===== src/rtl/sti_receiver.sv =====
// sti_receiver: serial-to-parallel receiver for the STI link.
// Collects one frame of 8/16/24/32 bits, MSB- or LSB-first, into a
// right-aligned 32-bit word and recovers the 16-bit payload using the
// same length/fill/low controls the transmitter used.
//
// Ports:
//   clk, reset        clock, asynchronous active-high reset
//   si_data, si_valid serial bit and its qualifier (one frame = one run of valid)
//   cfg_load          latch cfg_* (honoured only while idle)
//   cfg_length        0/1/2/3 -> 8/16/24/32-bit frame
//   cfg_msb           1 = first bit is MSB, 0 = first bit is LSB
//   cfg_fill          24/32-bit frames: 1 = payload in top 16 bits
//   cfg_low           8-bit frames: 1 = byte is payload[15:8]
//   po_data           last good frame, right-aligned, upper bits 0
//   po_payload        recovered payload of the last good frame
//   po_valid          one-cycle pulse when po_data/po_payload update
//   po_err            one-cycle pulse when a frame is truncated
//   busy              1 while a frame is being received
//   frame_cnt         good-frame count, wraps 255 -> 0
module sti_receiver (
  input  logic        clk,
  input  logic        reset,
  input  logic        si_data,
  input  logic        si_valid,
  input  logic        cfg_load,
  input  logic [1:0]  cfg_length,
  input  logic        cfg_msb,
  input  logic        cfg_fill,
  input  logic        cfg_low,
  output logic [31:0] po_data,
  output logic [15:0] po_payload,
  output logic        po_valid,
  output logic        po_err,
  output logic        busy,
  output logic [7:0]  frame_cnt
);

  localparam int unsigned DATA_W = 32;
  localparam int unsigned PAY_W  = 16;
  localparam int unsigned CNT_W  = 6;
  localparam int unsigned FC_W   = 8;

  typedef enum logic {
    IDLE = 1'b0,
    RECV = 1'b1
  } state_t;

  state_t              state, state_nx;
  logic [CNT_W-1:0]    bit_cnt, bit_cnt_nx;
  logic [DATA_W-1:0]   sh, sh_nx;
  logic [1:0]          len_q, len_nx;
  logic                msb_q, msb_nx;
  logic                fill_q, fill_nx;
  logic                low_q, low_nx;
  logic [DATA_W-1:0]   po_data_nx;
  logic [PAY_W-1:0]    po_payload_nx;
  logic                po_valid_nx;
  logic                po_err_nx;
  logic                busy_nx;
  logic [FC_W-1:0]     frame_cnt_nx;

  // Effective configuration: a cfg_load in the same idle cycle as the first
  // bit already governs that frame.
  logic [1:0]          len_e;
  logic                msb_e;
  logic                fill_e;
  logic                low_e;
  logic [DATA_W-1:0]   sh_base;
  logic [DATA_W-1:0]   sh_cap;
  logic [CNT_W-1:0]    cnt_cap;
  logic [CNT_W-1:0]    n_bits;

  // Frame length in bits for a length code.
  function automatic logic [CNT_W-1:0] frame_bits(input logic [1:0] len);
    logic [CNT_W-1:0] n;
    case (len)
      2'd0:    n = CNT_W'(8);
      2'd1:    n = CNT_W'(16);
      2'd2:    n = CNT_W'(24);
      default: n = CNT_W'(32);
    endcase
    return n;
  endfunction

  // Payload recovery from a right-aligned frame word.
  function automatic logic [PAY_W-1:0] recover(input logic [1:0]        len,
                                               input logic              fill,
                                               input logic              low,
                                               input logic [DATA_W-1:0] w);
    logic [PAY_W-1:0] p;
    case (len)
      2'd0:    p = low ? {w[7:0], 8'h00} : {8'h00, w[7:0]};
      2'd1:    p = w[15:0];
      2'd2:    p = fill ? w[23:8] : w[15:0];
      default: p = fill ? w[31:16] : w[15:0];
    endcase
    return p;
  endfunction

  // Bit capture datapath: shift register is cleared at frame start.
  always_comb begin
    len_e   = len_q;
    msb_e   = msb_q;
    fill_e  = fill_q;
    low_e   = low_q;
    if (state == IDLE && cfg_load) begin
      len_e  = cfg_length;
      msb_e  = cfg_msb;
      fill_e = cfg_fill;
      low_e  = cfg_low;
    end
    sh_base = (state == IDLE) ? '0 : sh;
    if (msb_e) begin
      sh_cap = {sh_base[DATA_W-2:0], si_data};
    end else begin
      sh_cap = sh_base;
      sh_cap[(state == IDLE) ? 5'd0 : bit_cnt[4:0]] = si_data;
    end
    cnt_cap = (state == IDLE) ? CNT_W'(1) : bit_cnt + CNT_W'(1);
    n_bits  = frame_bits(len_e);
  end

  // Next-state and output logic.
  always_comb begin
    state_nx      = state;
    bit_cnt_nx    = bit_cnt;
    sh_nx         = sh;
    len_nx        = len_q;
    msb_nx        = msb_q;
    fill_nx       = fill_q;
    low_nx        = low_q;
    po_data_nx    = po_data;
    po_payload_nx = po_payload;
    po_valid_nx   = 1'b0;
    po_err_nx     = 1'b0;
    frame_cnt_nx  = frame_cnt;

    case (state)
      IDLE: begin
        if (cfg_load) begin
          len_nx  = cfg_length;
          msb_nx  = cfg_msb;
          fill_nx = cfg_fill;
          low_nx  = cfg_low;
        end
        // Shortest frame is 8 bits, so the first bit never completes one.
        if (si_valid) begin
          sh_nx      = sh_cap;
          bit_cnt_nx = cnt_cap;
          state_nx   = RECV;
        end
      end
      RECV: begin
        if (si_valid) begin
          sh_nx = sh_cap;
          if (cnt_cap == n_bits) begin
            po_data_nx    = sh_cap;
            po_payload_nx = recover(len_e, fill_e, low_e, sh_cap);
            po_valid_nx   = 1'b1;
            frame_cnt_nx  = frame_cnt + FC_W'(1);
            bit_cnt_nx    = '0;
            state_nx      = IDLE;
          end else begin
            bit_cnt_nx = cnt_cap;
          end
        end else begin
          // Truncated frame: drop it, keep the last good outputs.
          po_err_nx  = 1'b1;
          bit_cnt_nx = '0;
          sh_nx      = '0;
          state_nx   = IDLE;
        end
      end
      default: begin
        state_nx   = IDLE;
        bit_cnt_nx = '0;
      end
    endcase

    busy_nx = (state_nx == RECV);
  end

  // State and output registers.
  always_ff @(posedge clk or posedge reset) begin
    if (reset) begin
      state      <= IDLE;
      bit_cnt    <= '0;
      sh         <= '0;
      len_q      <= '0;
      msb_q      <= 1'b0;
      fill_q     <= 1'b0;
      low_q      <= 1'b0;
      po_data    <= '0;
      po_payload <= '0;
      po_valid   <= 1'b0;
      po_err     <= 1'b0;
      busy       <= 1'b0;
      frame_cnt  <= '0;
    end else begin
      state      <= state_nx;
      bit_cnt    <= bit_cnt_nx;
      sh         <= sh_nx;
      len_q      <= len_nx;
      msb_q      <= msb_nx;
      fill_q     <= fill_nx;
      low_q      <= low_nx;
      po_data    <= po_data_nx;
      po_payload <= po_payload_nx;
      po_valid   <= po_valid_nx;
      po_err     <= po_err_nx;
      busy       <= busy_nx;
      frame_cnt  <= frame_cnt_nx;
    end
  end

endmodule


===== config.mk =====
export PLATFORM = sky130hd
export DESIGN_NAME = sti_receiver
export DESIGN_NICKNAME = d
export VERILOG_FILES = /design/src/rtl/sti_receiver.sv
export SDC_FILE = /design/constraint.sdc
export NUM_CORES = 1
export LEC_CHECK = 0
export BUFFER_PORTS_ARGS = -buffer_cell sky130_fd_sc_hd__buf_2
export CAP_MARGIN = 20
export CORE_MARGIN = 4
export CORE_UTILIZATION = 55
export CTS_BUF_LIST = sky130_fd_sc_hd__clkbuf_8
export DETAILED_ROUTE_END_ITERATION = 12
export GPL_ROUTABILITY_DRIVEN = 1
export PLACE_DENSITY = 0.83
export SYNTH_ARGS = -nofsm -noshare
export SYNTH_HDL_FRONTEND = slang
export SYNTH_SLANG_ARGS = --single-unit

===== constraint.sdc =====
create_clock -name clk -period 5.6 [get_ports clk]
set_input_delay 1.12 -clock clk [delete_from_list [all_inputs] [get_ports clk]]
set_output_delay 1.12 -clock clk [all_outputs]
set_load 0.005 [all_outputs]

[After elaboration in Yosys (flattened, before gate mapping)]
Cells that the tools add are included.
Widths: inputs -> output; s select.
Operators by class
  add/subtract/negate cells: 2
  magnitude comparators: 2
  equality and inequality tests: 4
  muxes and demuxes: 32
  bitwise operators: 1
  reduce and logical (&&, ||, !) cells: 5
Operators by type and width (count)
  $mux 32: 4
  $pmux 32 s2: 1
  $mux 16: 3
  $pmux 16 s3: 1
  $bwmux 32: 1
  $mux 6: 4
  $pmux 6 s3: 1
  $mux 1: 12
  $pmux 6 s2: 1
  $add 8x1->8 const B: 1
  $add 6x1->6 const B: 1
  $eq 6x6->1: 1
  $lt 5x6->1 const B: 1
  $demux 1 s5: 1
  $ge 5x1->1 const B: 1
  $mux 5: 1
  $reduce_and 3->1: 1
  $eq 2x1->1 const B: 1
  $eq 2x2->1 const B: 1
  $logic_and 1x1->1: 2
  $logic_not 2->1: 1
  $mux 2: 1
  $ne 2x2->1 const B: 1
  $pmux 1 s2: 1
  2 further kinds: 2
Storage, ports and cells
  register bits: 102
  input port bits: 10
  logic and storage cells: 58

[Logic depth before layout (Yosys ltp)]
  depth after elaboration: 9
  mapped depth: 14
  gate-level depth less buffers: 10

[Worst setup path after synthesis]
No wires, ideal clock.
  kind: input -> register
  start: input cfg_load
  end: register frame_cnt[7]
  setup time: 0.079 ns
  arrival: 3.694 ns
  slack: 1.827 ns
  cell stages on the path: 12
  path through: nand2b_1 buf_4 mux2i_1 inv_1 ha_1 xnor2_1 xnor2_1 or4_1 a311o_1 buf_6 nor4_4 xor2_1
Between the ends
  longest elaborated chain between the ends: 6
  elaborated cells on any way between the ends: 8
  classes of those cells: eq/ne (3); mux (2); reduce/logical (3)
Ends and longest elaborated chain
  from (decl): RTL line 25  | input logic cfg_load,
  $logic_and 1x1->1 *: RTL line 106  | if (state == IDLE && cfg_load) begin
  $mux 2 *: RTL line 106
  $eq 2x2->1, or another cell as far along: RTL line 76  | case (len)
  $pmux 6 s3 *: RTL line 76
  $eq 6x6->1 *: RTL line 156  | if (cnt_cap == n_bits) begin
  $reduce_and 3->1 (no source line) *
  to (signal assigned): RTL line 212  | frame_cnt <= frame_cnt_nx;
  to (decl): RTL line 35  | output logic [7:0] frame_cnt
Mark *: on every way between the ends. The rest lies on a longest branch, timed or not.
A chain may end at the register's enable or synchronous reset.

[Final worst setup path]
  start: input cfg_load
  end: register po_data[8]
Between the ends
  longest elaborated chain between the ends: 6
  elaborated cells on any way between the ends: 10
  classes of those cells: eq/ne (3); mux (4); reduce/logical (3)
Ends and longest elaborated chain
  $logic_and 1x1->1 *: RTL line 106
  $mux 2: RTL line 106
  $eq 2x2->1, or another cell as far along: RTL line 76
  $pmux 6 s3: RTL line 76
  $eq 6x6->1: RTL line 156
  $reduce_and 3->1 (no source line)
  to (signal assigned): RTL line 207  | po_data <= po_data_nx;
  to (decl): RTL line 30  | output logic [31:0] po_data,
Marked as above.

==> qor.csv <==
metric,value,unit
outcome,"complete, no violations",
ir_drop,0.2374,mV
clockBufferDepth,2,
clock_latency,0.39,ns
yosysSeqAreaShare,0.4381,
hold_viol_final,0,
syn2layout_area_growth,8.911,%
drive_gt1_frac,0.1813,
crit_path_top_delay_cell,a311o_2,
htree_levels,3,
crit_chain,buf_2 -> nand2b_1 -> mux2i_1 -> inv_1 -> ha_1 -> xnor2_1 -> xnor2_1 -> or4_1 -> a311o_2 -> buf_4 -> mux2_2,
power,1.928,mW
cts_num_sinks,102,
hpwl,11.60,mm
arrival,4.52,ns
routed_wl,16.62,mm
worst_ep_required_time,5.89,ns
avgSynthCellArea,8.815,sq um
drt_pass1_iterations,5,
skew,0.01229,ns
slew_violations,0,
core-area,10320,sq um
synthCells,661,
antenna_found_initial,0,
ys_seq_elements,102,
fp.dieH,110.9,um
cp-start-kind,input port,
period_needed,4.235,ns
timing.fmax,236.1,MHz
numPortBuffers,68,
synth-async-reset-ratio,1.000,
cts_tree,done,
cp-startpoint,cfg_load,
finalSetupTns,0,ns
max_slew_margin,0.3808,
vias,5325,
synth.area.top_cells,"dfrtp_1 44%, nand2_1 8.4%, o21ai_0 5.4%",
cpPeakStageDelay,0.58,ns
yosys.area.top_type_share,0.4381,
synth_most_common_cell,nand2_1,
drc,0,
path_class,input port to flip-flop,
tightest_slew,0.9248,ns
synth_edf_count,0,
rsz0062_at_grt,false,
ys_warn_count,0,
grt_max_degree,66,
crit_path_frequent_cell,xnor2_1,
max-cap-violations,0,
hp-class,flip-flop to flip-flop,
p_leak,2.987,nW
start_util,0.5644,
overflow,0,
numCtsBuffers,9,
gp_congestion,0.9260,
num_io_pins,69,
critPathMaxFanout,65,
track_usage,0.2758,
cts_resized,0,
setup_viol,0,
grt_pass1_vias,5120,
synth_top_area_cell,dfrtp_1,
chipWidth,110.9,um
antennaDiodeCount,0,
fp-row-count,37,
cts-root-buf,clkbuf_8,
synth_common_cells,"130 x nand2_1, 102 x dfrtp_1, 63 x o21ai_0, 40 x a21oi_1, 33 x clkbuf_1",
vias_per_cell,6.408,
end_kind,flip-flop,
syn_area,5827,sq um
post-route-period-util,0.7562,
dieArea,12310,sq um
grt_pass1_wl,27.59,mm
holdCritStartpoint,po_data[2],
syn_nets,677,
final_antenna_net_count,0,
synthFlopType,dfrtp_1,
wire_per_inst,19.99,um
clk_pin_slew,0.11,ns
postCtsHoldBufs,0,
post-cts-setup-buffers,0,
p_per_area,303.9,nW/um^2
synth.distinct_cells,65,
drt_iter0_drc,576,
layout.nets,706,
r2r_start,state,
## routing by layer
metal  track usage  routed length (um)
met5             0                   0
met1        0.3863                7052
met2        0.4134                7556
met3       0.05677                1242
met4        0.1248                 763
## state kept, by name (all words and copies together), names as in the netlist
name        count
fill_q          1
low_q           1
po_valid        1
msb_q           1
frame_cnt       8
po_data        32
po_err          1
state           1
len_q           2
sh             32
bit_cnt         6
po_payload     16
## critical path, delay by kind of cell
| kind | cells | cell delay, ns |
|---|---|---|
| AO/OA/AOI/OAI | 1 | 0.58 |
| multiplexers | 2 | 0.89 |
| buffers and inverters | 3 | 0.64 |
| XOR/XNOR | 2 | 0.30 |
| adder cells (fa/ha/maj) | 1 | 0.26 |
| AND/OR/NAND/NOR | 2 | 0.70 |
## cell families (layout without fill, tap and decap cells)
kind of cell | count (synthesis) | in the layout | synth area share
flip-flops | 102 | 102 | 0.4381
multiplexers | 38 | 38 | 0.07022
buffers and inverters | 72 | 106 | 0.05089
adder cells (fa/ha/maj) | 6 | 6 | 0.01288
AO/OA/AOI/OAI | 208 | 208 | 0.2289
XOR/XNOR | 13 | 13 | 0.01954
AND/OR/NAND/NOR | 222 | 222 | 0.1795
## report_power, final
group	total [mW]	internal (mW)	leakage (nW)	switching (mW)
registers	0.912	0.835	1.38	0.0776
clock network	0.472	0.177	0.0985	0.295
logic	0.544	0.202	1.51	0.342
total	1.93	1.21	2.99	0.715
## path summary, 6_finish.rpt
kind	end	slack [ns]	cells after the start
min in group asynchronous	po_valid	0.79	2
hold / removal	po_data[2]	0.48	2
max in group asynchronous	frame_cnt[2]	3.71	3
setup / recovery	po_data[8]	1.37	11
hold reg to reg	po_data[2]	0.48	2
setup reg to reg	po_data[8]	1.73	10
## cells in the final DEF, fill, tap and decap left out, types with 3 or more instances in the layout
cell,count
a211oi_1,12
a21o_1,5
a21oi_1,40
a221oi_1,3
a22o_1,9
a311oi_1,7
a31oi_1,15
a32oi_1,3
and2_1,7
and4b_1,4
buf_2,69
buf_4,5
clkbuf_8,9
dfrtp_1,102
ha_1,6
inv_1,13
inv_8,3
mux2_2,23
mux2i_1,15
nand2_1,130
nand2b_1,8
nand3_1,17
nand4_1,4
nor2_1,23
nor2b_1,7
nor3_1,4
o21a_1,3
o21ai_0,63
o22ai_1,12
o31ai_1,14
xnor2_1,6
xor2_1,7
## layout make-up
cell class	instances	area, sq um
Fill cell	913	3978
Timing Repair Buffer	74	382.9
Sequential cell	102	2552
Inverter	16	62.56
Multi-Input combinational cell	487	2979
Clock inverter	7	75.07
Tap cell	136	170.2
Clock buffer	9	123.9
## through the flow
step / cell area, sq um / cells / setup slack [ns] / hold slack, ns / util
after detailed placement: 6142 / 814 / 0.9823 / 0.4645 / 0.5950
after global routing: 6346 / 831 / 1.093 / 0.5056 / 0.6147
after floorplan: 5827 / 661 / 1.805 / 0.4647 / -
after CTS: 6341 / 830 / 1.366 / 0.4864 / 0.6142
final: 6346 / 831 / 1.365 / 0.4829 / 0.6147
after global placement: 6142 / 814 / 1.150 / 0.4557 / 0.5950
No activity file was read; power rests on OpenSTA's default activity.
